[config.mk]
export PLATFORM = sky130hd
export DESIGN_NAME = imem_boot_arbiter
export DESIGN_NICKNAME = d
export VERILOG_FILES = /design/src/rtl/imem_boot_arbiter_pkg.sv /design/src/rtl/imem_boot_arbiter_rd_pipe.sv /design/src/rtl/imem_boot_arbiter.sv
export SDC_FILE = /design/constraint.sdc
export NUM_CORES = 1
export LEC_CHECK = 0
export CAP_MARGIN = 20
export CORE_MARGIN = 1.5
export CORE_UTILIZATION = 45
export CTS_CLUSTER_DIAMETER = 120
export DETAILED_ROUTE_END_ITERATION = 12
export PLACE_DENSITY = 0.94
export SETUP_SLACK_MARGIN = 0.2
export SYNTH_ARGS = -nofsm -noshare
export SYNTH_HDL_FRONTEND = slang
export SYNTH_SLANG_ARGS = --single-unit
[constraint.sdc]
create_clock -name clk -period 2.2 [get_ports clk]
set_input_delay 0.33 -clock clk [delete_from_list [all_inputs] [get_ports clk]]
set_output_delay 0.33 -clock clk [all_outputs]
set_load 0.02 [all_outputs]
[src/rtl/imem_boot_arbiter_pkg.sv]
// Shared types and default sizing for the instruction-memory boot arbiter.
package imem_pkg;

  localparam int IMEM_ADDR_W     = 11;
  localparam int IMEM_DATA_W     = 16;
  localparam int IMEM_RD_LAT_MAX = 3;

  typedef enum logic [1:0] {
    LOAD  = 2'd0,
    DRAIN = 2'd1,
    RUN   = 2'd2
  } imem_state_e;

endpackage

[src/rtl/imem_boot_arbiter_rd_pipe.sv]
// Read-valid delay line: a read strobe emerges DEPTH cycles later; flush empties it.
module imem_rd_pipe #(
  parameter int DEPTH = 1
) (
  input  logic clk,
  input  logic rst_n,
  input  logic flush,
  input  logic in_valid,
  output logic out_valid
);

  logic [DEPTH-1:0] stage_r;

  // Shift the strobe one stage per cycle, zeroing every stage on flush.
  always_ff @(posedge clk or negedge rst_n) begin
    if (!rst_n) begin
      stage_r <= {DEPTH{1'b0}};
    end else if (flush) begin
      stage_r <= {DEPTH{1'b0}};
    end else begin
      stage_r[0] <= in_valid;
      for (int i = 1; i < DEPTH; i++) begin
        stage_r[i] <= stage_r[i-1];
      end
    end
  end

  assign out_valid = stage_r[DEPTH-1];

endmodule

[src/rtl/imem_boot_arbiter.sv]
// Shares the single-port instruction BSRAM between the boot loader and CPU fetch.
// Optional load checksum is built when IMEM_CHECKSUM_EN is defined.
module imem_boot_arbiter
  import imem_pkg::*;
#(
  parameter int ADDR_W       = IMEM_ADDR_W,
  parameter int DATA_W       = IMEM_DATA_W,
  parameter int READ_LATENCY = 1
) (
  input  logic              clk,
  input  logic              rst_n,
  input  logic              ld_valid,
  input  logic [DATA_W-1:0] ld_data,
  input  logic              ld_last,
  output logic              ld_ready,
  input  logic              reload_req,
  output logic              boot_mode,
  input  logic              cpu_req,
  input  logic [ADDR_W-1:0] cpu_addr,
  output logic [DATA_W-1:0] instr,
  output logic              instr_valid,
  output logic [ADDR_W:0]   load_count,
  output logic [DATA_W-1:0] checksum,
  output logic              mem_ce,
  output logic              mem_wre,
  output logic              mem_oce,
  output logic [ADDR_W-1:0] mem_ad,
  output logic [DATA_W-1:0] mem_din,
  input  logic [DATA_W-1:0] mem_dout
);

  localparam int RD_DEPTH = (READ_LATENCY > IMEM_RD_LAT_MAX) ? IMEM_RD_LAT_MAX :
                            ((READ_LATENCY < 1) ? 1 : READ_LATENCY);
  localparam logic [ADDR_W-1:0] ADDR_LAST = {ADDR_W{1'b1}};

  imem_state_e       state_r;
  imem_state_e       state_nxt_s;
  logic              accept_s;
  logic              reload_s;
  logic              rd_en_s;
  logic              rd_issue_s;
  logic [ADDR_W-1:0] wr_addr_r;
  logic [ADDR_W:0]   load_count_r;
  logic              ld_ready_r;
  logic              boot_mode_r;
  logic              mem_ce_r;
  logic              mem_wre_r;
  logic [ADDR_W-1:0] mem_ad_r;
  logic [DATA_W-1:0] mem_din_r;

  // Next-state decode plus the per-cycle accept / reload / read strobes.
  always_comb begin
    state_nxt_s = state_r;
    accept_s    = 1'b0;
    reload_s    = 1'b0;
    rd_en_s     = 1'b0;
    case (state_r)
      LOAD: begin
        accept_s = ld_valid & ld_ready_r;
        if (accept_s && (ld_last || (wr_addr_r == ADDR_LAST))) begin
          state_nxt_s = DRAIN;
        end else begin
          state_nxt_s = LOAD;
        end
      end
      DRAIN: begin
        state_nxt_s = RUN;
      end
      RUN: begin
        if (reload_req) begin
          reload_s    = 1'b1;
          state_nxt_s = LOAD;
        end else begin
          // The CPU is still held while boot_mode is visible, so its requests wait.
          rd_en_s     = cpu_req & ~boot_mode_r;
          state_nxt_s = RUN;
        end
      end
      default: begin
        state_nxt_s = LOAD;
      end
    endcase
  end

  // FSM state register.
  always_ff @(posedge clk or negedge rst_n) begin
    if (!rst_n) begin
      state_r <= LOAD;
    end else begin
      state_r <= state_nxt_s;
    end
  end

  // Registered handshake, mode flag and BSRAM port drive.
  always_ff @(posedge clk or negedge rst_n) begin
    if (!rst_n) begin
      ld_ready_r  <= 1'b0;
      boot_mode_r <= 1'b1;
      mem_ce_r    <= 1'b0;
      mem_wre_r   <= 1'b0;
      mem_ad_r    <= {ADDR_W{1'b0}};
      mem_din_r   <= {DATA_W{1'b0}};
    end else begin
      ld_ready_r  <= (state_nxt_s == LOAD);
      // Stays high through the first RUN cycle so the drained write settles first.
      boot_mode_r <= (state_r != RUN) || (state_nxt_s != RUN);
      mem_ce_r    <= accept_s | rd_en_s;
      mem_wre_r   <= accept_s;
      if (accept_s) begin
        mem_ad_r  <= wr_addr_r;
        mem_din_r <= ld_data;
      end else if (state_r == RUN) begin
        mem_ad_r  <= cpu_addr;
      end
    end
  end

  // Write pointer and word count for the current load.
  always_ff @(posedge clk or negedge rst_n) begin
    if (!rst_n) begin
      wr_addr_r    <= {ADDR_W{1'b0}};
      load_count_r <= {(ADDR_W+1){1'b0}};
    end else if (reload_s) begin
      wr_addr_r    <= {ADDR_W{1'b0}};
      load_count_r <= {(ADDR_W+1){1'b0}};
    end else if (accept_s) begin
      wr_addr_r    <= wr_addr_r + {{(ADDR_W-1){1'b0}}, 1'b1};
      load_count_r <= load_count_r + {{ADDR_W{1'b0}}, 1'b1};
    end
  end

`ifdef IMEM_CHECKSUM_EN
  logic [DATA_W-1:0] checksum_r;

  // Modulo-2^DATA_W running sum of accepted loader words.
  always_ff @(posedge clk or negedge rst_n) begin
    if (!rst_n) begin
      checksum_r <= {DATA_W{1'b0}};
    end else if (reload_s) begin
      checksum_r <= {DATA_W{1'b0}};
    end else if (accept_s) begin
      checksum_r <= checksum_r + ld_data;
    end
  end

  assign checksum = checksum_r;
`else
  assign checksum = {DATA_W{1'b0}};
`endif

  assign rd_issue_s = mem_ce_r & ~mem_wre_r;

  imem_rd_pipe #(
    .DEPTH (RD_DEPTH)
  ) u_rd_pipe (
    .clk       (clk),
    .rst_n     (rst_n),
    .flush     (reload_s),
    .in_valid  (rd_issue_s),
    .out_valid (instr_valid)
  );

  assign ld_ready   = ld_ready_r;
  assign boot_mode  = boot_mode_r;
  assign load_count = load_count_r;
  assign mem_ce     = mem_ce_r;
  assign mem_wre    = mem_wre_r;
  assign mem_oce    = 1'b1;
  assign mem_ad     = mem_ad_r;
  assign mem_din    = mem_din_r;
  assign instr      = mem_dout;

endmodule

== Yosys cells after proc, flatten, opt, wreduce, memory -nomap -nowiden ==
Index checks and enable logic that the tools add are counted.
Storage, ports and cells
  flip-flop bits (word level): 57
  bits of input ports: 49
  output and inout port bits: 77
  word-level logic and storage cells: 45
Operators by class
  add/sub/neg operators: 2
  equality and inequality tests: 5
  multiplexer cells: 15
  bitwise gates (word level): 6
  reductions and logical operators: 7
Operator list (number)
  11-bit 2-to-1 mux: 4
  12-bit 2-to-1 mux: 2
  12-bit by 1-bit adder with 12-bit output, second input constant: 1
  11-bit by 1-bit adder with 11-bit output, second input constant: 1
  11-bit equality test, second input constant: 1
  1-bit 2-to-1 mux: 7
  2-bit one-hot mux with 3 select lines: 1
  2-bit zero test: 2
  2-bit inequality test, second input constant: 2
  2-bit nonzero test: 2
  1-bit AND: 3
  2-bit by 1-bit equality test with 1-bit output, second input constant: 1
  2-bit equality test, second input constant: 1
  1-bit logical OR: 2
  2-bit 2-to-1 mux: 1
  1-bit inverter: 2
  1-bit logical AND: 1
  1-bit bitwise OR: 1

== Longest topological paths before layout ==
Gate-level depths: netlist of the first run.
  word-level depth: 7
  gate-level depth with buffers: 6
  mapped depth without buffers: 4

== Modules after synthesis ==
Synthesis of the first run repeated with hierarchy kept, for this count alone.
Unflattened totals
  cell total of the unflattened synthesis: 283
  area, all modules: 2681.3 um^2
By module, submodules not included
  imem_boot_arbiter: times used 1, cells each 281, area each 2642.5 um^2, seq. area each 1402.6 um^2
  imem_rd_pipe: times used 1, cells each 2, area each 38.8 um^2, seq. area each 25.0 um^2

== Worst setup path after synthesis of the first run ==
OpenSTA, ideal clock, no wires.
  path type: register -> register
  start point: register load_count_r[0], in the netlist load_count[0]
  end point: register load_count_r[6], in the netlist load_count[6]
  setup time: 78 ps
  arrival time: 1374 ps
  required time: 2122 ps
  path slack: 748 ps
  stages on the path, launching flop included: 5
  buffers on the path: 0
  clock period less this slack: 1452 ps
  path through: dfrtp_1 -> ha_1 -> nand2_1 -> or4_1 -> a21oi_1
Between the ends
  word-level cells in the longest chain between the ends: 3
RTL lines
  start, declared: RTL line imem_boot_arbiter.sv:43  | logic [ADDR_W:0] load_count_r;
  start signal, assigned: RTL line imem_boot_arbiter.sv:122  | load_count_r <= {(ADDR_W+1){1'b0}};
  start signal, assigned: RTL line imem_boot_arbiter.sv:125  | load_count_r <= {(ADDR_W+1){1'b0}};
  start signal, assigned: RTL line imem_boot_arbiter.sv:128  | load_count_r <= load_count_r + {{ADDR_W{1'b0}}, 1'b1};
  12-bit by 1-bit adder with 12-bit output: RTL line imem_boot_arbiter.sv:128
  12-bit 2-to-1 mux: RTL line imem_boot_arbiter.sv:126  | end else if (accept_s) begin
  12-bit 2-to-1 mux: RTL line imem_boot_arbiter.sv:123  | end else if (reload_s) begin
Every way passes these cells. The select of a mux whose other input is x is not followed.
A chain may end at the register's enable or synchronous reset.

== Worst setup path in the final report of the first run ==
  start point: register load_count_r[0], in the netlist load_count[0]
  end point: output load_count[0]
RTL lines
  end, declared: RTL line imem_boot_arbiter.sv:22  | output logic [ADDR_W:0] load_count,
No word-level cell between the ends.

==> results of run 1 <==
cells in the mapped netlist, drive strengths merged:
master   number  area share (%)
and3b         1            0.31
o311ai        1            0.31
dfstp         1            0.94
nand3        17             3.0
nand2b       14             3.1
ha            2            0.89
mux2i        10             3.6
o31ai         4             1.1
and2          1            0.22
nand4         6             1.3
buf          41              10
a22o          2            0.63
nor2          5            0.67
or3           4            0.89
clkbuf        6            0.81
o41ai         1            0.31
conb          2            0.27
xnor2         1            0.31
nor4          9             2.0
nor2b         1            0.22
or4           3            0.81
o21ai         7             1.3
dfrtp        56              50
a22oi         9             2.4
nand4bb       1            0.40
nor3b         1            0.27
a21oi         9             1.6
inv           5            0.67
nand2        74             9.9
nand3b        1            0.27
a221o         2            0.72
a21o          1            0.27
per-layer routing:
layer / share of wire [%] / vias to the layer above / wire, um
li1: - / 1100 / -
met1: 42 / 1129 / 2700
met5: 0 / - / 0
met4: 2.3 / 0 / 149
met3: 6.9 / 26 / 445
met2: 49 / 104 / 3140
cell families (layout without fill, tap and decap cells):
kind of cell / Yosys count / count (layout)
mux: 10 / 10
fa+ha+maj: 2 / 2
buf+inv: 52 / 106
simple gates: 138 / 138
compound gates: 36 / 36
other cells: 2 / 17
xor+xnor: 1 / 1
flops: 57 / 57
path summary, 6_finish.rpt:
| kind | from | endpoint | cells after the start |
|---|---|---|---|
| setup reg to reg | state_r[1] | load_count[5] | 4 |
| hold reg to reg | mem_wre | u_rd_pipe.out_valid | 1 |
| min in group asynchronous | rst_n | mem_din[3] | 2 |
| setup / recovery | load_count[0] | load_count[0] | 1 |
| max in group asynchronous | rst_n | boot_mode | 3 |
| hold / removal | mem_wre | u_rd_pipe.out_valid | 1 |
sequential cells by signal (all words and copies together), names as in the netlist:
| signal | count |
|---|---|
| ld_ready | 1 |
| mem_ce | 1 |
| state_r | 2 |
| boot_mode | 1 |
| wr_addr_r | 11 |
| mem_ad | 11 |
| u_rd_pipe.out_valid | 1 |
| mem_din | 16 |
| mem_wre | 1 |
| load_count | 12 |
metrics by stage:
step                area [um2]  std cells  power (W)  utilization, %  hold WS (ps)
floorplan                 2850        313    0.00266               -          34.4
global placement          3480        425    0.00343            58.5           312
detailed placement        3480        425    0.00351            58.5           315
CTS                       3690        442    0.00449            61.9           447
global route              3690        442    0.00473            61.9           466
finish                    3690        442    0.00445            61.9           449
timing repair:
| item | in CTS | in global routing |
|---|---|---|
| hold buffers | 1 | 0 |
| gates resized for setup | 0 | 0 |
| hold endpoints to repair | 20 | 0 |
power by group through the flow:
stage / Clock [W] / Sequential, W / Combinational [W]
floorplan: 0 / 0.00198 / 0.000681
global placement: 0 / 0.00165 / 0.00179
detailed placement: 0 / 0.00166 / 0.00184
CTS: 0.000983 / 0.00165 / 0.00185
global route: 0.00104 / 0.00169 / 0.00199
finish: 0.000961 / 0.00165 / 0.00184
layout make-up:
cell class / instances / area share [%]
well taps: 75 / 2.54
multi-input cells: 204 / 29.9
inverters: 5 / 0.509
clock buffers: 11 / 3.83
flip-flops and latches: 57 / 38.7
repair buffers: 85 / 23.1
clock inverters: 5 / 1.49
==> metrics.txt, run 1 <==
status=completed; first-pass GRT wire length=between 10000 and 15000 um; Combinational Power Share=roughly two fifths; mapped cell area=2800 um2; peak fanout along the critical path=8; mux contribution to synthesized area=approximately 3.6%; Setup CP Type=flip-flop to output pin; Synth Area in XOR/XNOR=less than 1%; residual DRC count=0; crit path cell chain=clkdlybuf4s50_1; dpl ws=approximately 270 ps; Post-CTS Setup Inserts=0; GR Layer Usage met1=26.4%; ant diodes=0; Period minus WS final=1820 ps; most common cell after layout, fill and taps aside=clkdlybuf4s50_1; CTS tree=yes; Lkg Pwr=1.66 nW; DIE WIDTH=81.8 um; final number of hold-violating endpoints=0; Power Density=1210 nW/um2; area share of and/or/nand/nor cells after synthesis=23.5%; Tcrit/Tclk final=around 83%; Slowest-stage cell, CP=clkdlybuf4s50_1; Clk pwr share=between 20% and 30%; area of the multi-input gates=~1100 um2; Seq/Total Area, Yosys=approximately half; Port Buf Inserts=76; Reg2Reg Setup Slack=around 520 ps; nets=413; RSZ-0062 raised after global routing=no; synth unique cells=34; grt met2 use=between 30% and 40%; Via density=roughly 5.3; Worst-Skew Late Latency=between 300 and 400 ps; overall routed net length=6440 um; Seq pwr share=about 37%; max frequency=about 0.55 GHz; Worst Path Required=1870 ps; RD Place Congestion=a little over 0.8; largest family of logic cells by synthesized area=simple AND/OR/NAND/NOR gates; Initial Util=between 40% and 50%; Setup crit start kind=flip-flop; internal power=0.00278 W; slowest cell delay on critical path=~660 ps; Cells after Synth=approximately 300; CTS sink cnt=57; MaxCap Viol Count=0; # fillers=484; CTS max path bufs=2; met3 usage=under 10%; Worst Setup End Kind=output pin; Most Crowded Layer GR=met2; post-route setup slack=around 380 ps; commonest cells after routing, fill and taps aside=75 x clkdlybuf4s50_1, 74 x nand2_1, 56 x dfrtp_1; initial DRC count=~130; IR Drop Worst-Case VDD=730 uV; hold crit path type=flip-flop to flip-flop; post-synthesis compound-gate area fraction=8.59%; Mean Syn Cell Area=roughly 9.4 um2; critical path arrival=1490 ps; site row count=28; switch share=a little under two fifths; WL per Instance=14.6 um; die footprint=6700 um2; root buffer cell=clkbuf_8; vias=2359; NetSw=around 0.0017 W; Area Growth Syn to Fin=31.9%; TritonCTS buffer count=9; IO Pins=approximately 130; FF+latch area=roughly 1400 um2; DP Wirelength=4500 um; final setup TNS=0 ps; DR pass1 iterations=5; count of pins over their slew limit=0; vias in the first global route=between 2000 and 2500; Worst Clk Skew=~4.9 ps; yosys warns=0; gr usage total=between 20% and 30%; GRT Residual Overflow=0; Final setup viols=0; CP top delay family=buffers and inverters; layout cells sized above 1=under 10%; initial antenna violation count=0; Post-Synth Adder-Cell Area=less than 1%; largest net degree at the start of global routing=46; Routed Antenna Nets=0; H-tree levels=3; #FFs+latches synth=57; Worst-path clk slew=roughly 70 ps; Die H=approximately 80 um; Core ar.=between 5000 and 6000 um2; worst path buffer plus inverter count=1
Note: power is estimated with default switching activity, not from simulation.
==> run 2: changes to the inputs <==
CORE_UTILIZATION = 42   (was 45)
PLACE_DENSITY = 0.89   (was 0.94)
clock period = 1.7 ns   (was 2.2 ns; I/O delays follow)
==> metrics.txt, run 2 (synthesis results as in run 1) <==
status=completed; Reg2Reg Setup Slack=150 ps (-370 ps); post-route setup slack=146 ps (-229 ps); final number of hold-violating endpoints=0 (unchanged); final setup TNS=0 ps (unchanged); critical path arrival=1820 ps (+330 ps); nets=423 (+2.4%); Setup CP Type=flip-flop to flip-flop; initial DRC count=155 (+24%); Worst Setup End Kind=flip-flop; Power Density=1470 nW/um2 (+22%); dpl ws=-128 ps (-396 ps); DIE WIDTH=84.6 um (+3.4%); vias in the first global route=2339 (+7.2%); Worst Path Required=1970 ps (+100 ps); CTS tree=yes; R2R depth=4 (unchanged); Via density=5.19 (-2.7%); slowest cell delay on critical path=520 ps (-140 ps); RR Endpoint=load_count[6]; gr usage total=19.0% (-1.3 points); Worst Clk Skew=7.47 ps (+2.57 ps); Routed Antenna Nets=0 (unchanged); Worst-Skew Late Latency=340 ps (about the same); CTS sink cnt=57 (unchanged); Slowest-stage cell, CP=or4_1; H-tree levels=3 (unchanged); vias=2358 (-0.042%); DP Wirelength=4590 um (+1.9%); root buffer cell=clkbuf_8; largest net degree at the start of global routing=27 (-41%); max reg flops=16 (unchanged); Die H=84.6 um (+3.4%); Core ar.=6390 um2 (+7.2%); overall routed net length=6460 um (+0.36%); residual DRC count=0 (unchanged); worst path buffer plus inverter count=1 (unchanged); Final Util=58.7% (-3.3 points); IR Drop Worst-Case VDD=801 uV (+9.7%); WL per Instance=14.2 um (-2.3%); die footprint=7160 um2 (+6.9%); Power, Total=0.00550 W (+23%); Worst-Margin Slew=526 ps; Worst-path clk slew=70 ps (about the same); initial antenna violation count=0 (unchanged); RD Place Congestion=0.848 (+3.8%); CTS max path bufs=2 (unchanged); DR pass1 iterations=4 (-1); ant diodes=0 (unchanged); Initial Util=43.8% (-3.2 points); first-pass GRT wire length=10800 um (+6.6%); CP top delay family=simple AND/OR/NAND/NOR gates; IO Pins=126 (unchanged); GRT Residual Overflow=0 (unchanged); peak fanout along the critical path=26 (+18); RSZ-0062 raised after global routing=yes; Setup crit start kind=flip-flop; Lkg Pwr=1.83 nW (+9.8%); Period minus WS final=between 1500 and 2000 ps; max frequency=between 0.6 and 0.7 GHz; R2R Path Start=state_r[1]; most common cell after layout, fill and taps aside=nand2_1; site row count=29 (+3.6%); count of pins over their slew limit=0 (unchanged); Final setup viols=0 (unchanged); crit path cell chain=nand4bb_4, buf_12, or4_1, a21oi_2; Fin Hold WS=436 ps (-13.2 ps); Tcrit/Tclk final=between 90% and 100%; Area Growth Syn to Fin=34.0%; MaxCap Viol Count=0 (unchanged); commonest cells after routing, fill and taps aside=74 x nand2_1, 54 x dfrtp_1, 44 x dlygate4sd2_1; layout cells sized above 1=12.5% (+5.1 points); TritonCTS buffer count=9 (unchanged); Port Buf Inserts=76 (unchanged); relative slew slack=about two thirds; hold crit path type=input pin to asynchronous set/reset pin
-- run 2: where the power goes --
group          internal (W)  switching (W)  leakage, nW
clock network      0.000566       0.000571       0.0805
logic              0.000911        0.00134         1.01
registers           0.00180       0.000308        0.738
-- run 2: worst max-delay path by stage --
stage | endpoint | startpoint | slack [ps] | cells past startpoint
finish | load_count[6] | state_r[1] | 150 | 4
global route | load_count[3] | state_r[1] | 100 | 5
CTS | load_count[6] | state_r[1] | 140 | 4
detailed placement | load_count[5] | ld_valid | -130 | 5
global placement | load_count[5] | ld_valid | -100 | 5
floorplan | load_count[6] | load_count[0] | 250 | 4
-- run 2: per-stage QoR --
stage	instances	area [um2]
after CTS	454	3700
final	454	3750
after global routing	454	3750
after detailed placement	436	3540
after global placement	436	3540
after floorplan	313	2850
-- run 2: cell type report --
type	count	area (um2)
Multi-Input combinational cell	204	1150
Fill cell	557	2640
Clock inverter	6	43.8
Inverter	5	18.8
Timing Repair Buffer	95	866
Tap cell	77	96.3
Sequential cell	57	1430
Clock buffer	10	138
-- run 2: routing by layer --
metal / vias up / routed length [um] / GRT usage, %
li1: 1119 / - / -
met1: 1138 / 2780 / 23.6
met2: 85 / 3110 / 30.5
met3: 16 / 436 / 5.80
met4: 0 / 131 / 8.94
met5: - / 0 / 0
-- run 2: what timing repair did --
item,in CTS,in global routing
hold buffers,1,0
endpoints found under the hold margin,20,0
setup buffers,1,0
pin swaps,1,3
resized for setup,46,11
endpoints found under the setup margin,63,20
==> RTL change (flow settings as in run 2) <==
Build with the macro `IMEM_CHECKSUM_EN` defined.
--- a/src/rtl/imem_boot_arbiter.sv
+++ b/src/rtl/imem_boot_arbiter.sv
@@ -1,4 +1,6 @@
 // Shares the single-port instruction BSRAM between the boot loader and CPU fetch.
 // Optional load checksum is built when IMEM_CHECKSUM_EN is defined.
+`define IMEM_CHECKSUM_EN
+
 module imem_boot_arbiter
   import imem_pkg::*;
Function: changed (a bounded check fails within 4 cycles, from zero or initial values and one cycle with rst_n low).
==> RTL change against run 2 <==
The run now ends with negative setup slack left. Sequential power is 39% higher. Routed wire length is 75% higher. Worst setup slack got worse by 0.62 ns. Area after synthesis rose by 32%. Sequential cell count grew 16. Power increased by 95%. Count of clock-buffer cells in the layout up 1. First-iteration DRC count is 41% lower. Final area is 63% higher.
==> RTL change: results <==
[placed_design]
place_inst = 562
gp_congestion = 0.798
dp_hpwl_um = 6880
portBuffers = 92
place_area_um2 = 5150
dpl_worst_slack_ns = -0.755

[detailed_routing]
via_per_inst = 5.46
drt-total-wl_um = 11300
wire_per_inst_um = 18.4
first_iter_violations = 91

[worst_setup_path]
r2r_slack_ns = -0.46
reg2reg_to = checksum[14]
reg2reg_from = checksum[7]
critPathLaunch = ld_data[7]
critPathMaxFanout = 4
path_delay_family = compound AO/OA/AOI/OAI gates
max_stage_delay_ns = 0.54
r2r_cells = 8
endpoint = checksum[14]

[timing]
whs_ns = 0.343
skew_ns = 0.0165
worst_slack_ns = -0.473
setup_viol = 11

[global_route]
gr-usage-all-layers_pct = 22.0
grt_max_degree = 56
grt_pass1_vias = 3438
grt_pass1_wl_um = 16700

[clock_tree]
path_clk_slew_ns = 0.09
post_cts_buffers = 18
cts-resized-gates = 102
cts_buffers = 9

[synthesis]
muxShareOfSynthArea_pct = 5.19
synth_cell_type_count = 42
synth_xor_xnor_area_share_pct = 6.42
synth-compound-area-share_pct = 14.6
avgSynthCellArea_um2 = 10.7
synth_adder_area_share_pct = 6.31
synth.area.top_cells = dfrtp_1 49%, ha_1 5.8%, mux2_2 5.2%
synth_common_cells = 72 x dfrtp_1, 41 x nand2_1, 22 x nor2_1

[cells_and_area]
layout.nets = 571
fill_cells = 554
layout-drive-gt1-share_pct = 40.1
regArea_um2 = 1840

[power]
leakagePower_uw = 0.00295
total_power_uw = 10700
pg_comb_uw = 6360
clkPwrFrac_pct = 13.2
p_int_uw = 6430
ir_drop_v = 0.00101

[run_status]
outcome = finished with violations
violations = negative setup slack
RTL change: per-layer routing:
| layer | GRT usage (%) | wire [µm] | up-vias |
|---|---|---|---|
| li1 | - | - | 1527 |
| met1 | 26.5 | 4560 | 1690 |
| met2 | 39.4 | 6020 | 113 |
| met3 | 4.05 | 488 | 23 |
| met4 | 7.25 | 210 | 0 |
| met5 | 0 | 0 | - |
RTL change: logic make-up (layout without fill, tap and decap cells):
group,count (synthesis),count (layout)
compound gates,77,77
xor+xnor,27,27
fa+ha+maj,18,18
flops,73,73
other cells,1,1
buf+inv,34,199
mux,17,17
simple gates,97,97
RTL change: final cells by class:
type | count | area share [%]
repair buffers | 178 | 28.2
clock buffers | 11 | 2.32
well taps | 105 | 2.15
multi-input cells | 237 | 35.9
inverters | 5 | 0.308
flip-flops and latches | 73 | 30.2
clock inverters | 5 | 1.03
